**config.mk**
```make
export PLATFORM = sky130hd
export DESIGN_NAME = inst_loader
export DESIGN_NICKNAME = d
export VERILOG_FILES = /design/src/rtl/inst_loader.sv
export SDC_FILE = /design/constraint.sdc
export NUM_CORES = 1
export LEC_CHECK = 0
export ABC_CLOCK_PERIOD_IN_PS = 2400
export CORE_MARGIN = 5
export CORE_UTILIZATION = 40
export CTS_BUF_LIST = sky130_fd_sc_hd__clkbuf_4 sky130_fd_sc_hd__clkbuf_8
export CTS_CLUSTER_SIZE = 24
export DETAILED_ROUTE_END_ITERATION = 16
export SETUP_SLACK_MARGIN = 0.05
export SYNTH_ARGS = -nofsm -noshare
export SYNTH_HDL_FRONTEND = slang
export SYNTH_SLANG_ARGS = --single-unit
```
**constraint.sdc**
```tcl
create_clock -name clk -period 2.4 [get_ports clk]
set_clock_uncertainty 0.05 [all_clocks]
set_input_delay 0.48 -clock clk [delete_from_list [all_inputs] [get_ports clk]]
set_output_delay 0.48 -clock clk [all_outputs]
set_load 0.05 [all_outputs]
```
**src/rtl/inst_loader.sv**
```systemverilog
// Boot-time program loader: receives a 4-byte little-endian word-count header
// followed by the image bytes, assembles little-endian words and writes them to
// instruction memory at consecutive word addresses. The CPU is held in reset
// until the whole image has been written. Oversized images latch a sticky error.
//
// state | meaning
// HDR   | collecting the 4-byte word-count header
// DATA  | assembling and writing image words
// DONE  | image complete, CPU released, input ignored
// ERR   | header count exceeds capacity, CPU held, input ignored
module inst_loader #(
    parameter int ADDR_WIDTH = 15,
    parameter int HDR_BYTES  = 4
) (
    input  logic                  clk,
    input  logic                  reset_n,
    input  logic                  rx_valid,
    input  logic [7:0]            rx_data,
    output logic                  mem_we,
    output logic [ADDR_WIDTH-1:0] mem_addr,
    output logic [31:0]           mem_wdata,
    output logic [ADDR_WIDTH-2:0] words_written,
    output logic                  cpu_reset_n,
    output logic                  done,
    output logic                  error
);

    localparam logic [1:0] HDR  = 2'd0;
    localparam logic [1:0] DATA = 2'd1;
    localparam logic [1:0] DONE = 2'd2;
    localparam logic [1:0] ERR  = 2'd3;

    localparam logic [31:0] CAPACITY = 32'd1 << (ADDR_WIDTH - 2);

    logic [1:0]  state;
    logic [1:0]  byte_idx;
    logic [31:0] shift_reg;
    logic [31:0] n_words;
    logic [31:0] word_buf;
    logic        wr_pend;
    logic        last_pend;
    logic        fin_pend;

    logic [31:0] next_word;
    logic [31:0] ww_next;

    // Word completed by the byte arriving this cycle, and the count after the pending write.
    always_comb begin
        next_word = {rx_data, shift_reg[31:8]};
        ww_next   = 32'(words_written) + 32'd1;
    end

    // Loader sequencing: header capture, word assembly, delayed write and completion.
    always_ff @(posedge clk) begin
        if (!reset_n) begin
            state         <= HDR;
            byte_idx      <= 2'd0;
            shift_reg     <= 32'd0;
            n_words       <= 32'd0;
            word_buf      <= 32'd0;
            wr_pend       <= 1'b0;
            last_pend     <= 1'b0;
            fin_pend      <= 1'b0;
            mem_we        <= 1'b0;
            mem_addr      <= '0;
            mem_wdata     <= 32'd0;
            words_written <= '0;
            cpu_reset_n   <= 1'b0;
            done          <= 1'b0;
            error         <= 1'b0;
        end else begin
            mem_we <= 1'b0;

            // The write lands one cycle after the word's last byte; the index is
            // taken from words_written so it never needs to wrap past capacity.
            if (wr_pend) begin
                mem_we        <= 1'b1;
                mem_addr      <= {words_written[ADDR_WIDTH-3:0], 2'b00};
                mem_wdata     <= word_buf;
                words_written <= words_written + 1'b1;
                wr_pend       <= 1'b0;
                fin_pend      <= last_pend;
            end

            case (state)
                HDR: begin
                    if (rx_valid) begin
                        shift_reg <= next_word;
                        byte_idx  <= byte_idx + 2'd1;
                        if (byte_idx == 2'(HDR_BYTES - 1)) begin
                            n_words <= next_word;
                            if (next_word == 32'd0) begin
                                state       <= DONE;
                                done        <= 1'b1;
                                cpu_reset_n <= 1'b1;
                            end else if (next_word > CAPACITY) begin
                                state <= ERR;
                                error <= 1'b1;
                            end else begin
                                state <= DATA;
                            end
                        end
                    end
                end
                DATA: begin
                    // Bytes after the final word are not assembled.
                    if (rx_valid && !last_pend) begin
                        shift_reg <= next_word;
                        byte_idx  <= byte_idx + 2'd1;
                        if (byte_idx == 2'd3) begin
                            word_buf  <= next_word;
                            wr_pend   <= 1'b1;
                            last_pend <= (ww_next == n_words);
                        end
                    end
                    if (fin_pend) begin
                        state       <= DONE;
                        done        <= 1'b1;
                        cpu_reset_n <= 1'b1;
                        fin_pend    <= 1'b0;
                    end
                end
                default: ;
            endcase
        end
    end

endmodule

```
==> results by group, run 1 <==
Synth
  – Seq/Total Area, Yosys: 48.09%
  – Async S/R FF share, synth: 0%
  – Most common flop cell mapped by yosys: dfxtp_1
  – Main area contributors after synthesis: dfxtp_1 48%, nand2_1 11%, a21boi_0 11%
  – Largest family of logic cells by synthesized area: simple AND/OR/NAND/NOR gates
  – Mux share of post-synthesis cell area: 6.891%
  – Synth Area in XOR/XNOR: 4.288%
  – Compound-Gate Fraction of Synth Area: 12.92%
  – Synth Instances: 733
  – Mapped Area: 0.006536 mm²
  – Post-synth EDFFs: 0
  – Simple-Gate Fraction of Synth Area: 23.56%
  – Post-synth top cells: 191 x nand2_1, 157 x dfxtp_1, 92 x a21boi_0
  – Yosys top cell area share: 48.09%
  – Synth Register Bits: 157
  – Warning count from the yosys run: 0
  – Syn Area/Cell: 8.917 µm²
  – Adder-cell share of the synthesized area: 0.3828%
  – Count leader, synth: nand2_1
  – Dominant cell type by area after synthesis: dfxtp_1
  – Distinct cells, synth: 45

Floorplan
  – IO Count: 76
  – Die W: 137.8 µm
  – Initial Util: 41.00%
  – Die Y: 137.8 µm
  – Core area: 0.01594 mm²
  – Rows: 46
  – Total die area: 0.01900 mm²

Power and ir drop
  – Max IR drop VDD: 0.3162 mV
  – Pwr Total: 4745 µW
  – PwrDens: 595.8 mW/mm²
  – Leak: 0.002690 µW

Hold path
  – Hold crit path type: in -> reg
  – Hold depth: 2
  – Hold EP: wr_pend
  – Hold Crit Start: reset_n

Global routing
  – Gr ovfl total: 0
  – Antenna violations before repair: 0
  – GRT Total Usage: 16.45%
  – Vias in the first global route: 4974
  – First-pass GRT wire length: 24750 µm
  – Largest net degree at the start of global routing: 157

Clocking
  – CTS tree: yes
  – Root buffer cell: clkbuf_8
  – # H-tree levels: 4
  – Clock Latency Late Sink: 450 ps
  – CTS max path bufs: 2
  – Worst-path clk slew: 80 ps
  – TritonCTS Sinks: 157
  – Num CTS Buffers: 17

Timing
  – Slew @ Worst Pin: 577.0 ps
  – Max Freq: 440.3 MHz
  – Max-slew headroom: 61.54%
  – Tmin final: 2271 ps
  – Final period utilization: 94.62%
  – Finish-stage setup viols: 0
  – Slew Viols, Final: 0
  – RSZ-0062 raised after global routing: false
  – Final hold violations: 0
  – Final WS setup: 129.1 ps
  – Hold WS: 251.8 ps

Placed design
  – HPWL Detailed: 10000 µm
  – Inst Count DP: 994
  – PortBufs: 73
  – RePlAce Congestion: 0.7889
  – Pre-CTS setup slack: -257.5 ps

Finish
  – Antenna diode count: 0
  – Share of cells above drive strength 1: 8.889%
  – Area delta synth->final: 21.86%
  – Fillers: 1504
  – Final Non-Filler Cells: 1026
  – Final core occ: 49.96%
  – Regs by FF count: mem_wdata x32, n_words x32, word_buf x32
  – Final #Nets: 810

Worst setup path
  – Crit path largest cell delay: 850 ps
  – Critical Path RT: 1870 ps
  – CP delay by family, top: buffers and inverters
  – Reg2reg path depth: 7
  – Setup slack, reg-to-reg: 210 ps
  – Slowest-stage cell, CP: clkdlybuf4s50_1
  – Worst Path Arrival: 1740 ps
  – Crit Path Category: reg -> out
  – FF-to-FF Start: words_written[0]
  – CP Launch Type: flop
  – Reg2reg end: last_pend
  – Crit. End Element: output pin
  – Critical-path maximum fanout: 5
  – Crit path cell chain: clkdlybuf4s50_1
  – Bufs and invs on worst path: 1

Drt
  – DR DRC count: 0
  – Avg WL per Cell: 14.68 µm
  – DRC marker count from the first detailed-route iteration: 424
  – TritonRoute pass-1 iters: 5
  – Overall via count from detail_route: 5116
  – Detail Route Antenna Nets: 0
  – Drt via density: 4.986
  – Final WL: 15060 µm

Run status
  – Status: finished, final reports clean

Job
  – Max cap viols: 0
==> layer usage <==
metal / GRT usage [%] / up-vias / wire length, µm
met1: 22.02 / 2423 / 7165
met5: 0 / - / 0
li1: - / 2551 / -
met3: 3.579 / 23 / 674
met4: 5.324 / 0 / 231
met2: 26.46 / 119 / 6988
==> power breakdown <==
part           total (µW)  internal, µW  switching, µW
combinational         181          83.5           98.0
sequential           2650          2620           28.7
clock                1910           962            952
==> through the flow <==
stage | instance area (µm²) | setup TNS (ps)
after floorplan | 6540 | 0
after global placement | 7571 | -496.0
after detailed placement | 7571 | -703.7
after CTS | 7950 | 0
after global routing | 7965 | 0
final | 7965 | 0
==> cell families after synthesis <==
kind of cell               count (synthesis)
and+or+nand+nor                          320
AOI/OAI and AO/OA                        115
DFF                                      157
buffers and inverters                     61
xor gates and xnor gates                  32
muxes                                     45
adders and majority gates                  2
other                                      1
==> worst register-to-register path: cells and delay by family (launching register included) <==
kind	cells	cell delay, ps
flip-flops	1	460
XOR/XNOR	1	210
AO/OA/AOI/OAI	1	210
adder cells (fa/ha/maj)	1	360
AND/OR/NAND/NOR	4	810
==> worst max-delay path by stage <==
stage	end	depth (start not counted)	start
2_1_floorplan	last_pend	7	words_written[1]
3_3_place_gp	state[1]	6	rx_data[6]
3_5_place_dp	state[1]	6	rx_data[6]
4_1_cts	words_written[3]	2	words_written[3]
5_1_grt	last_pend	7	words_written[0]
6_report	words_written[13]	1	words_written[13]
==> layout make-up <==
type	count	area, µm²	area share (%)
Clock buffer	20	262.8	3.299
Clock inverter	12	121.4	1.524
Inverter	4	15.01	0.1885
Multi-Input combinational cell	516	3156	39.62
Sequential cell	157	3147	39.51
Tap cell	216	270.3	3.393
Timing Repair Buffer	101	993.5	12.47
==> what timing repair did <==
action	4_1_cts	5_1_grt
hold buffers	0	0
endpoints found under the setup margin	4	5
setup buffers	0	0
gates cloned	0	0
resized for setup	4	5
==> cells in the final DEF (no fill, tap or decap), types with 4 or more instances in the layout <==
cell type | netlist | layout
nor2b_1 | 48 | 48
xor2_1 | 6 | 6
or4_1 | 4 | 4
inv_1 | 4 | 4
dlymetal6s2s_1 | 0 | 4
and2_1 | 16 | 16
clkbuf_8 | 0 | 18
dlygate4sd2_1 | 0 | 4
buf_4 | 3 | 25
clkdlybuf4s50_1 | 0 | 64
nor3_1 | 5 | 4
o21a_1 | 4 | 4
nand4_1 | 8 | 8
nor4_1 | 7 | 7
o31ai_1 | 4 | 4
nor2_1 | 7 | 6
nand2_1 | 191 | 191
a21boi_0 | 92 | 92
clkinv_2 | 0 | 6
buf_12 | 0 | 4
mux2i_1 | 45 | 45
o21ai_0 | 4 | 4
xnor2_1 | 26 | 26
dfxtp_1 | 157 | 156
nand3_1 | 15 | 15
Power figures use the tool's default switching activity.
==> inputs of run 2 (changes only) <==
--- a/config.mk
+++ b/config.mk
@@ -12,4 +12,5 @@
 export CTS_CLUSTER_SIZE = 24
 export DETAILED_ROUTE_END_ITERATION = 16
+export PLACE_DENSITY_LB_ADDON = 0.08
 export SETUP_SLACK_MARGIN = 0.05
 export SYNTH_ARGS = -nofsm -noshare
--- a/constraint.sdc
+++ b/constraint.sdc
@@ -3,3 +3,3 @@
 set_input_delay 0.48 -clock clk [delete_from_list [all_inputs] [get_ports clk]]
 set_output_delay 0.48 -clock clk [all_outputs]
-set_load 0.05 [all_outputs]
+set_load 0.005 [all_outputs]
==> results by group, run 2 (same netlist as run 1, synthesis figures left out) <==
Hold path
  – Hold EP: wr_pend
  – Hold Crit Start: reset_n
  – Hold depth: 2
  – Hold crit path type: in -> reg

Timing
  – Slew @ Worst Pin: 580.0 ps
  – Slew Viols, Final: 0
  – Final hold violations: 0
  – Final period utilization: 89.67%
  – Tmin final: 2152 ps
  – Finish-stage setup viols: 0
  – Max Freq: 464.7 MHz
  – Max-slew headroom: 61.33%
  – Sum of negative setup slack: 0 ps
  – RSZ-0062 raised after global routing: false

Drt
  – Detail Route Antenna Nets: 0
  – Overall via count from detail_route: 5041
  – Drt via density: 4.904
  – TritonRoute pass-1 iters: 5
  – DR DRC count: 0
  – Avg WL per Cell: 14.68 µm
  – Final WL: 15090 µm
  – DRC marker count from the first detailed-route iteration: 311

Worst setup path
  – Worst Path Arrival: 2440 ps
  – Setup slack, reg-to-reg: 250 ps
  – Critical Path RT: 2690 ps
  – Crit Path Category: reg -> reg
  – Critical-path maximum fanout: 8
  – Worst setup path start: words_written[0]
  – FF-to-FF Start: words_written[0]
  – Reg2reg path depth: 7
  – Crit. End Element: flop
  – CP Launch Type: flop
  – Reg2reg end: last_pend

Floorplan
  – Rows: 46
  – IO Count: 76
  – Core area: 0.01594 mm²
  – Total die area: 0.01900 mm²
  – Die Y: 137.8 µm
  – Die W: 137.8 µm
  – Initial Util: 41.00%

Finish
  – Antenna diode count: 0
  – Commonest cells after routing, fill and taps aside: 191 x nand2_1, 156 x dfxtp_1, 92 x a21boi_0
  – Commonest non-fill, non-tap cell in the layout: nand2_1
  – Area delta synth->final: 21.88%
  – Final #Nets: 812
  – Final Non-Filler Cells: 1028
  – Share of cells above drive strength 1: 8.990%
  – Regs by FF count: mem_wdata x32, n_words x32, word_buf x32

Clocking
  – Num CTS Buffers: 17
  – CTS tree: yes
  – TritonCTS Sinks: 157
  – # H-tree levels: 4
  – Hold_buf cts: 0
  – PostCTS Resize Cnt: 0
  – Clock Latency Late Sink: 440 ps
  – Postcts setup bufs: 0
  – CTS max path bufs: 2
  – Root buffer cell: clkbuf_8
  – Worst-path clk slew: 80 ps

Power and ir drop
  – Leak: 0.002603 µW
  – PwrDens: 597.5 mW/mm²
  – Max IR drop VDD: 0.3298 mV

Job
  – Max cap viols: 0

Global routing
  – Vias in the first global route: 4907
  – Gr ovfl total: 0
  – Antenna violations before repair: 0
  – First-pass GRT wire length: 24780 µm
  – GRT Total Usage: 16.50%
  – Largest net degree at the start of global routing: 157

Run status
  – Status: finished, final reports clean

Placed design
  – Inst Count DP: 996
  – RePlAce Congestion: 0.7981
  – HPWL Detailed: 10280 µm
  – PortBufs: 73
## run 2: changes by cell type in the layout (fill, tap and decap cells not counted)
cell	change
nor3_2	-1
nor3_1	+1
clkinvlp_4	+1
dlymetal6s2s_1	-4
buf_4	+3
buf_12	-1
dlygate4sd2_1	-4
clkinv_2	-2
inv_4	+1
clkinv_4	-1
clkbuf_8	+1
clkdlybuf4s50_1	+8
## run 2: worst max path at each step
stage	endpoint	cells past startpoint	slack, ps
after floorplan	state[1]	5	340
after global placement	state[1]	6	-140
after detailed placement	state[1]	6	-210
after CTS	last_pend	5	210
after global routing	last_pend	7	60
final	last_pend	7	250
## run 2: cell type report
cell class              count  area, µm²
fillers                  1560       7976
inverters                   4      15.01
multi-input cells         516       3151
well taps                 216      270.3
clock inverters            11      116.4
repair buffers            103      991.0
clock buffers              21      276.5
flip-flops and latches    157       3147
## run 2: worst max-delay path, cell delays in order (launching register included)
cell	delay (ps)
dfxtp_1	450
ha_1	360
nand4_1	180
nor3_1	410
nand3b_1	130
o21ai_0	100
a22oi_1	100
o31ai_1	290
## run 2: stage by stage
step	hold slack, ps	area [µm²]	setup slack (ps)	power (µW)	utilization, %
after floorplan	392.8	6540	335.2	2810	-
after global placement	400.1	7574	-141.9	2885	47.50
after detailed placement	407.0	7574	-208.5	2890	47.50
after CTS	243.2	7966	214.5	4821	49.97
after global routing	256.3	7966	64.71	4957	49.97
final	279.5	7966	247.9	4760	49.97
## run 2: power breakdown
group / internal, µW / switching, µW
logic: 83.0 / 91.7
clock network: 994 / 941
registers: 2620 / 29.1
## run 2: routing by layer
layer | track usage [%] | wire length, µm | vias to the layer above
met3 | 3.360 | 557 | 26
met4 | 6.861 | 353 | 0
li1 | - | - | 2557
met5 | 0 | 0 | -
met2 | 27.25 | 7149 | 98
met1 | 21.01 | 7027 | 2360
==> inputs of run 3 (changes only) <==
Settings changed: ABC_CLOCK_PERIOD_IN_PS 2400 to 1900, CORE_ASPECT_RATIO set to 0.6.
Clock period 2.4 ns to 1.9 ns, I/O delays scaled along.
==> results by group, run 3 (same netlist as run 1, synthesis figures left out) <==
Run status
  – Status: finished with violations
  – Violated checks: negative setup slack

Power and ir drop
  – Max IR drop VDD: 0.3131 mV
  – Leak: 0.003033 µW
  – PwrDens: 748.0 mW/mm²

Global routing
  – GRT Total Usage: 17.90%
  – Largest net degree at the start of global routing: 157
  – Antenna violations before repair: 0
  – Gr ovfl total: 0
  – Vias in the first global route: 5211
  – First-pass GRT wire length: 27240 µm

Timing
  – Tmin final: 1957 ps
  – Slew @ Worst Pin: 592.2 ps
  – RSZ-0062 raised after global routing: true
  – Final hold violations: 0
  – Slew Viols, Final: 0
  – Hold WS: 177.6 ps
  – Max Freq: 510.9 MHz
  – Sum of negative setup slack: -57.48 ps
  – Final WS setup: -57.48 ps
  – Final period utilization: 103.0%
  – Finish-stage setup viols: 1
  – Max-slew headroom: 60.52%

Worst setup path
  – Critical-path maximum fanout: 2
  – Crit Path Category: reg -> reg
  – Reg2reg path depth: 8
  – CP Launch Type: flop
  – Critical Path RT: 2210 ps
  – Crit. End Element: flop
  – Worst Path Arrival: 2260 ps

Finish
  – Final Non-Filler Cells: 1061
  – Commonest non-fill, non-tap cell in the layout: nand2_1
  – Final #Nets: 853
  – Share of cells above drive strength 1: 17.84%
  – Antenna diode count: 0
  – Area delta synth->final: 31.36%
  – Fillers: 1475
  – Regs by FF count: mem_wdata x32, n_words x32, word_buf x32
  – Commonest cells after routing, fill and taps aside: 189 x nand2_1, 134 x dfxtp_1, 90 x a21boi_0

Floorplan
  – Die Y: 109.0 µm
  – Core area: 0.01613 mm²
  – Total die area: 0.01908 mm²
  – Rows: 36
  – Initial Util: 40.53%
  – Die W: 175.0 µm
  – IO Count: 76

Placed design
  – HPWL Detailed: 11320 µm
  – Inst Count DP: 1023
  – RePlAce Congestion: 0.7964
  – PortBufs: 73

Drt
  – Final WL: 16550 µm
  – DR DRC count: 0
  – Metal3 WL: 1039 µm
  – Top Layer Used: met4
  – TritonRoute pass-1 iters: 4
  – WL met2: 6770 µm
  – Overall via count from detail_route: 5206
  – Met1 Routed Length: 8635 µm
  – Drt via density: 4.907
  – Detail Route Antenna Nets: 0
  – DRC marker count from the first detailed-route iteration: 317
  – Avg WL per Cell: 15.60 µm

Clocking
  – CTS max path bufs: 2
  – # H-tree levels: 4
  – Root buffer cell: clkbuf_8
  – CTS tree: yes
  – Num CTS Buffers: 17
  – TritonCTS Sinks: 157
  – Clock Latency Late Sink: 440 ps
  – Hold_buf cts: 0
  – Worst-path clk slew: 80 ps

Job
  – Max cap viols: 0

Hold path
  – Hold depth: 2
  – Hold crit path type: in -> reg
-- run 3: cell count changes in the layout (fill, tap and decap cells not counted), sizes merged, moves of 2 or more --
cell,previous run,this run
buf,31,72
bufinv,2,4
clkdlybuf4s50,72,53
clkinv,4,1
clkinvlp,4,2
dlygate4sd2,0,17
dlymetal6s2s,0,2
-- run 3: repair_timing --
item	in CTS	in global routing
resized for setup	60	21
endpoints found under the hold margin	0	0
setup endpoints to repair	20	43
buffers inserted	7	0
cloned	0	0
pin swaps	14	7
-- run 3: worst max-delay path, cell delays in order (launching register included) --
cell	delay (ps)
dfxtp_2	340
nor4_4	250
buf_4	170
nand2_4	60
nor4_4	230
buf_4	160
nand3_2	40
or4_1	400
o31ai_1	190
-- run 3: area by class of cell --
class                           instances  area [µm²]  share of cell area [%]
Timing Repair Buffer                  144        1386                   16.15
Clock buffer                           22       284.0                   3.308
Clock inverter                          9       158.9                   1.851
Sequential cell                       157        3177                   37.00
Tap cell                              209       261.5                   3.046
Multi-Input combinational cell        516        3303                   38.47
Inverter                                4       15.01                  0.1749
-- run 3: metrics by stage --
| step | setup WS [ps] | util, % | cell area [µm²] | total power [µW] |
|---|---|---|---|---|
| final | -57.48 | 53.24 | 8586 | 6422 |
| after global routing | -205.9 | 53.24 | 8586 | 6661 |
| after CTS | -97.77 | 52.71 | 8499 | 6474 |
| after detailed placement | -614.5 | 48.81 | 7870 | 3688 |
| after global placement | -604.4 | 48.81 | 7870 | 3683 |
| after floorplan | -64.77 | - | 6541 | 3550 |
-- run 3: metal layers --
metal | GRT usage, % | up-vias
met2 | 26.16 | 98
li1 | - | 2641
met3 | 3.846 | 9
met5 | 0 | -
met1 | 26.73 | 2458
met4 | 4.762 | 0
-- run 3: power by group --
group,switching [µW],internal (µW)
registers,28.1,3310
logic,152,141
clock network,1240,1550
-- run 3: path summary, 6_finish.rpt --
check	start	to	slack, ps
max	n_words[21]	last_pend	-60
min	reset_n	wr_pend	180
max reg2reg	n_words[21]	last_pend	-60
min reg2reg	word_buf[29]	word_buf[29]	420
